==> config.mk <==
export PLATFORM = sky130hd
export DESIGN_NAME = serial_vec_stream
export DESIGN_NICKNAME = d
export VERILOG_FILES = /design/src/rtl/serial_vec_stream.sv
export SDC_FILE = /design/constraint.sdc
export NUM_CORES = 1
export LEC_CHECK = 0
export CORE_MARGIN = 3
export CORE_UTILIZATION = 30
export DETAILED_ROUTE_END_ITERATION = 7
export PLACE_DENSITY_LB_ADDON = 0.08
export REMOVE_ABC_BUFFERS = 1
export SLEW_MARGIN = 20
export SYNTH_ARGS = -nofsm -noshare
export SYNTH_HDL_FRONTEND = slang
export SYNTH_SLANG_ARGS = --single-unit
==> constraint.sdc <==
create_clock -name clk -period 5.5 [get_ports clk]
set_input_delay 1.65 -clock clk [delete_from_list [all_inputs] [get_ports clk]]
set_output_delay 1.65 -clock clk [all_outputs]
set_load 0.05 [all_outputs]
==> src/rtl/serial_vec_stream.sv <==
// Parallel-to-serial lane streamer: CORE-lane vector in, one lane per beat out, 1 clk accept-to-first-beat.
// Backpressure: out_ready=0 holds the active vector; one more vector parks in pending, then in_ready drops.
module serial_vec_stream #(
  parameter int DWIDTH = 16,
  parameter int CORE   = 16,
  parameter int CWIDTH = $clog2(CORE + 1)
) (
  input  logic                                clk,
  input  logic                                xrst,
  input  logic                                flush,
  input  logic                                in_valid,
  output logic                                in_ready,
  input  logic signed [CORE-1:0][DWIDTH-1:0]  in_data,
  input  logic        [CWIDTH-1:0]            in_len,
  input  logic                                in_rev,
  output logic                                out_valid,
  input  logic                                out_ready,
  output logic signed [DWIDTH-1:0]            out_data,
  output logic                                out_last,
  output logic                                busy
);

  localparam int IW = (CORE > 1) ? $clog2(CORE) : 1;

  logic [CORE-1:0][DWIDTH-1:0] r_act_dat;
  logic [CWIDTH-1:0]           r_act_rem;
  logic                        r_act_vld;

  logic [CORE-1:0][DWIDTH-1:0] r_pnd_dat;
  logic [CWIDTH-1:0]           r_pnd_len;
  logic                        r_pnd_vld;

  logic [CWIDTH-1:0]           w_len;
  logic [CORE-1:0][DWIDTH-1:0] w_cap_dat;
  logic [CORE-1:0][DWIDTH-1:0] w_shift;
  logic                        w_acc;
  logic                        w_take;
  logic                        w_eov;

  // Out-of-range lengths (0 or above CORE) mean a full vector.
  assign w_len = ((in_len == '0) || (in_len > CWIDTH'(CORE))) ? CWIDTH'(CORE) : in_len;

  // Reverse at capture so the emit path is always a plain shift from element 0.
  always_comb begin
    w_cap_dat = '0;
    for (int k = 0; k < CORE; k++) begin
      if (!in_rev) begin
        w_cap_dat[IW'(k)] = in_data[IW'(k)];
      end else if (k < int'(w_len)) begin
        w_cap_dat[IW'(k)] = in_data[IW'(int'(w_len) - 1 - k)];
      end
    end
  end

  assign w_shift = r_act_dat >> DWIDTH;

  assign w_acc  = in_valid && !r_pnd_vld;
  assign w_take = r_act_vld && out_ready;
  assign w_eov  = w_take && (r_act_rem == CWIDTH'(1));

  always_ff @(posedge clk) begin
    if (!xrst || flush) begin
      r_act_dat <= '0;
      r_act_rem <= '0;
      r_act_vld <= 1'b0;
      r_pnd_dat <= '0;
      r_pnd_len <= '0;
      r_pnd_vld <= 1'b0;
    end else if (w_eov) begin
      if (r_pnd_vld) begin
        r_act_dat <= r_pnd_dat;
        r_act_rem <= r_pnd_len;
        r_act_vld <= 1'b1;
        r_pnd_dat <= '0;
        r_pnd_len <= '0;
        r_pnd_vld <= 1'b0;
      end else if (w_acc) begin
        r_act_dat <= w_cap_dat;
        r_act_rem <= w_len;
        r_act_vld <= 1'b1;
      end else begin
        r_act_dat <= '0;
        r_act_rem <= '0;
        r_act_vld <= 1'b0;
      end
    end else begin
      if (w_take) begin
        r_act_dat <= w_shift;
        r_act_rem <= r_act_rem - CWIDTH'(1);
      end
      if (w_acc) begin
        if (!r_act_vld) begin
          r_act_dat <= w_cap_dat;
          r_act_rem <= w_len;
          r_act_vld <= 1'b1;
        end else begin
          r_pnd_dat <= w_cap_dat;
          r_pnd_len <= w_len;
          r_pnd_vld <= 1'b1;
        end
      end
    end
  end

  assign in_ready  = !r_pnd_vld;
  assign out_valid = r_act_vld;
  assign out_data  = r_act_vld ? $signed(r_act_dat[0]) : '0;
  assign out_last  = r_act_vld && (r_act_rem == CWIDTH'(1));
  assign busy      = r_act_vld || r_pnd_vld;

  // Pending is only ever filled behind a live active vector, and a live vector always has beats left.
  always_ff @(posedge clk) begin
    if (xrst && !flush) begin
      assert (!(r_pnd_vld && !r_act_vld));
      assert (!(r_act_vld && (r_act_rem == '0)));
    end
  end

endmodule

==> metrics.cfg <==
[drt]
firstDrtPassIters=8
avgRoutedWirePerCell_um=33.1
vias=29000
via_per_inst=6.46
routed_wl_mm=149
drt_iter0_markers=4055
antenna_left=0
route.detailed.drc=0

[critical_path]
end_kind=flop
crit_family=XOR/XNOR gates
r2r_slack_ns=2.03
critPathMaxStageDelay_ns=0.73
crit_top_cell=xnor2_4
path_cells=clkdlybuf4s50_1, or4_1, ha_1, nand2b_4, ha_4, xnor2_4, xnor2_4, buf_4, mux4_2, a222oi_1, inv_1
crit_path_max_fanout=11
cp.arrival_ns=5.55
worst_path_max_delay_cell=xnor2_4
crit_buf_inv=3
reg2reg_to=r_pnd_dat[20]
reg2regPathDepth=10
path_class=in -> reg
required_ns=5.98
r2r-start=out_valid
startpoint_type=primary input

[timing]
worstMarginPinSlew_ns=1.10
final-hold-violation-count=0
fmax_ghz=0.197
max-slew-margin-rel=0.266
fin_hold_ws_ns=0.448
post-route-period-util=0.922
post-route-min-period_ns=5.07
finClkSkew_ns=0.0222
setup_violations=0
slew_viol_final=0
finalSetupTns_ns=0
rsz0062_at_grt=no

[min_path]
hold_class=reg -> reg
hold_end=r_pnd_dat[73]
hp-start=r_pnd_dat[73]
holdPathStages=2

[clock_network]
cts_buffer_depth=3
post_cts_buffers=0
cts_tree=built
postCtsResizedCells=0
clk_latency_ns=0.61
cts.clk_slew.worst_paths_ns=0.06
root_buffer=clkbuf_16
cts_max_level=2
cts_hold_buffers=0
cts_sinks=396
cts_buffers=49

[layout]
finalInstanceArea_um2=35700
nNetsFinal=3462
ff_latch_area_um2=7930
final_layout_size_suffix_gt1_frac=0.200
area_growth_pct=24.6
multiInputGateArea_um2=19200
fillerInstances=9244

[power]
p_leak_nw=14.1
power.density_nw_per_um2=272
switching_share=0.339
power.internal_mw=6.43
clkPwrFrac=0.359
power_frac_comb=0.335
seqPwrFrac=0.305
peakVddDrop_mv=0.224
p_switching_mw=3.30

[logic_synthesis]
synth.avg_cell_area_um2=9.73
ys_ff_latch=396
synth_edf_count=0
synth_area_um2=28700
seq_area_frac_synth=0.277
postSynth.asyncResetShare=0
syn_inst=2948
yosysUniqueCellTypes=72
yosysWarnings=0
synth-main-ff-cell=dfxtp_1

[global_route]
grt_pass1_vias=28500
antenna_found_initial=11
grt_overflow=0
grt_pass1_wl_mm=210
grt_max_degree=113
grt_use_total=0.290

[placement]
hpwl_mm=99.3
io_buffers=286
place.gp.congestion=0.928
dpl_cell_area_um2=34000

[floorplanning]
die_area_um2=99300
die_h_um=315
die_width_um=315
io_pins=287
coreArea_um2=94000
start_util=0.305
rows=112

[status]
status=finished, final reports clean

[flow_run]
maxCapViolations=0

-- cells in the final DEF, fill, tap and decap left out, types with 7 or more instances in the layout --
cell	count
a211o_1	9
o21ai_1	17
a21oi_1	236
buf_4	157
buf_12	44
o211ai_1	12
clkbuf_8	10
a21o_1	20
o221ai_1	14
mux4_2	270
o31a_1	17
mux2i_1	298
o22ai_1	24
nor2_2	8
a22oi_1	45
nor3b_1	8
nor2_1	96
a221o_1	17
mux2_2	31
nor2b_1	8
and2_1	41
diode_2	7
a311o_1	10
clkdlybuf4s50_1	285
clkbuf_16	50
o21ai_0	110
and3_1	33
inv_1	86
nand3_1	41
nor3_1	10
nand2_1	384
dfxtp_1	394
a221oi_1	96
a22o_1	136
a222oi_1	79
clkinv_2	8
-- through the flow --
stage	util	worst slack (ns)	power, mW	instances
6_report	0.380	0.430	9.73	4486
5_1_grt	0.380	0.353	10.0	4481
4_1_cts	0.380	0.531	9.73	4479
3_5_place_dp	0.362	-0.0944	6.22	4393
3_3_place_gp	0.362	-0.0788	6.19	4393
2_1_floorplan	-	-11.71	4.83	2652
-- state kept, by name, indices dropped and copies added, names as in the netlist --
signal	count
r_act_rem	5
r_act_dat	256
r_pnd_vld	1
out_valid	1
r_pnd_len	5
r_pnd_dat	128
-- kinds of logic (layout without fill, tap and decap cells) --
kind of cell | count (synthesis) | count (layout) | share of synthesized area
buf+inv | 385 | 662 | 0.0593
simple gates | 674 | 674 | 0.104
fa+ha+maj | 5 | 5 | 0.00218
mux | 607 | 607 | 0.335
xor+xnor | 15 | 15 | 0.00799
flops | 396 | 396 | 0.276
other cells | 0 | 7 | 0
compound gates | 866 | 866 | 0.216
-- synth_stat cells (11+ instances only) --
cell,instances,share of area
dfxtp_1,396,0.28
nand2_1,386,0.051
mux2i_1,298,0.10
mux4_2,270,0.21
a21oi_1,236,0.041
clkbuf_1,173,0.023
a22o_1,136,0.042
o21ai_0,110,0.019
nor2_1,107,0.014
a221oi_1,96,0.029
inv_1,86,0.011
a222oi_1,79,0.028
buf_2,62,0.011
a22oi_1,45,0.012
and2_1,43,0.0094
nand3_1,42,0.0073
and3_1,33,0.0072
mux2_2,31,0.012
buf_1,25,0.0033
buf_4,25,0.0065
o22ai_1,24,0.0052
a21o_1,20,0.0052
a221o_1,17,0.0059
o21ai_1,17,0.0030
o31a_1,17,0.0052
o221ai_1,14,0.0043
nor3_1,13,0.0023
nor2b_1,12,0.0026
o211ai_1,12,0.0031
buf_6,11,0.0043
-- worst max-delay path by stage --
| stage | cells past startpoint | start | to | slack, ns |
|---|---|---|---|---|
| 2_1_floorplan | 10 | in_len[2] | r_pnd_dat[33] | -11.71 |
| 3_3_place_gp | 12 | in_len[2] | r_act_dat[72] | -0.08 |
| 3_5_place_dp | 11 | in_len[2] | r_pnd_dat[31] | -0.09 |
| 4_1_cts | 11 | in_len[3] | r_pnd_dat[31] | 0.53 |
| 5_1_grt | 13 | in_len[2] | r_act_dat[90] | 0.35 |
| 6_report | 11 | in_len[3] | r_pnd_dat[31] | 0.43 |
-- per-layer routing --
metal	up-vias	share of wire	routed length, µm	global-route usage
met5	-	0.00036	54	0
met4	8	0.050	7430	0.132
met3	383	0.11	15700	0.0700
met2	1900	0.44	65200	0.441
met1	14600	0.41	60200	0.388
li1	12000	-	-	-
-- cell type report --
class	instances	area share
Antenna cell	7	0.000490
Clock buffer	63	0.0392
Clock inverter	23	0.00840
Inverter	89	0.00977
Multi-Input combinational cell	2167	0.539
Sequential cell	396	0.222
Tap cell	1254	0.0439
Timing Repair Buffer	487	0.138
-- worst reg2reg max path, stage by stage (launching register included) --
cell	delay, ns
dfxtp_2	1.06
buf_4	0.32
and2_4	0.19
nand2_4	0.30
nor2_4	0.20
o21ai_1	0.08
buf_4	0.22
and2_4	0.19
buf_12	0.20
a222oi_1	0.54
inv_1	0.07
-- power by group through the flow --
stage	Sequential (mW)	Clock [mW]	Combinational, mW
global route	2.97	3.66	3.39
detailed placement	3.03	0	3.19
floorplan	3.01	0	1.82
global placement	3.03	0	3.16
finish	2.97	3.50	3.26
CTS	2.97	3.56	3.20
(Power assumes the default switching activity.)
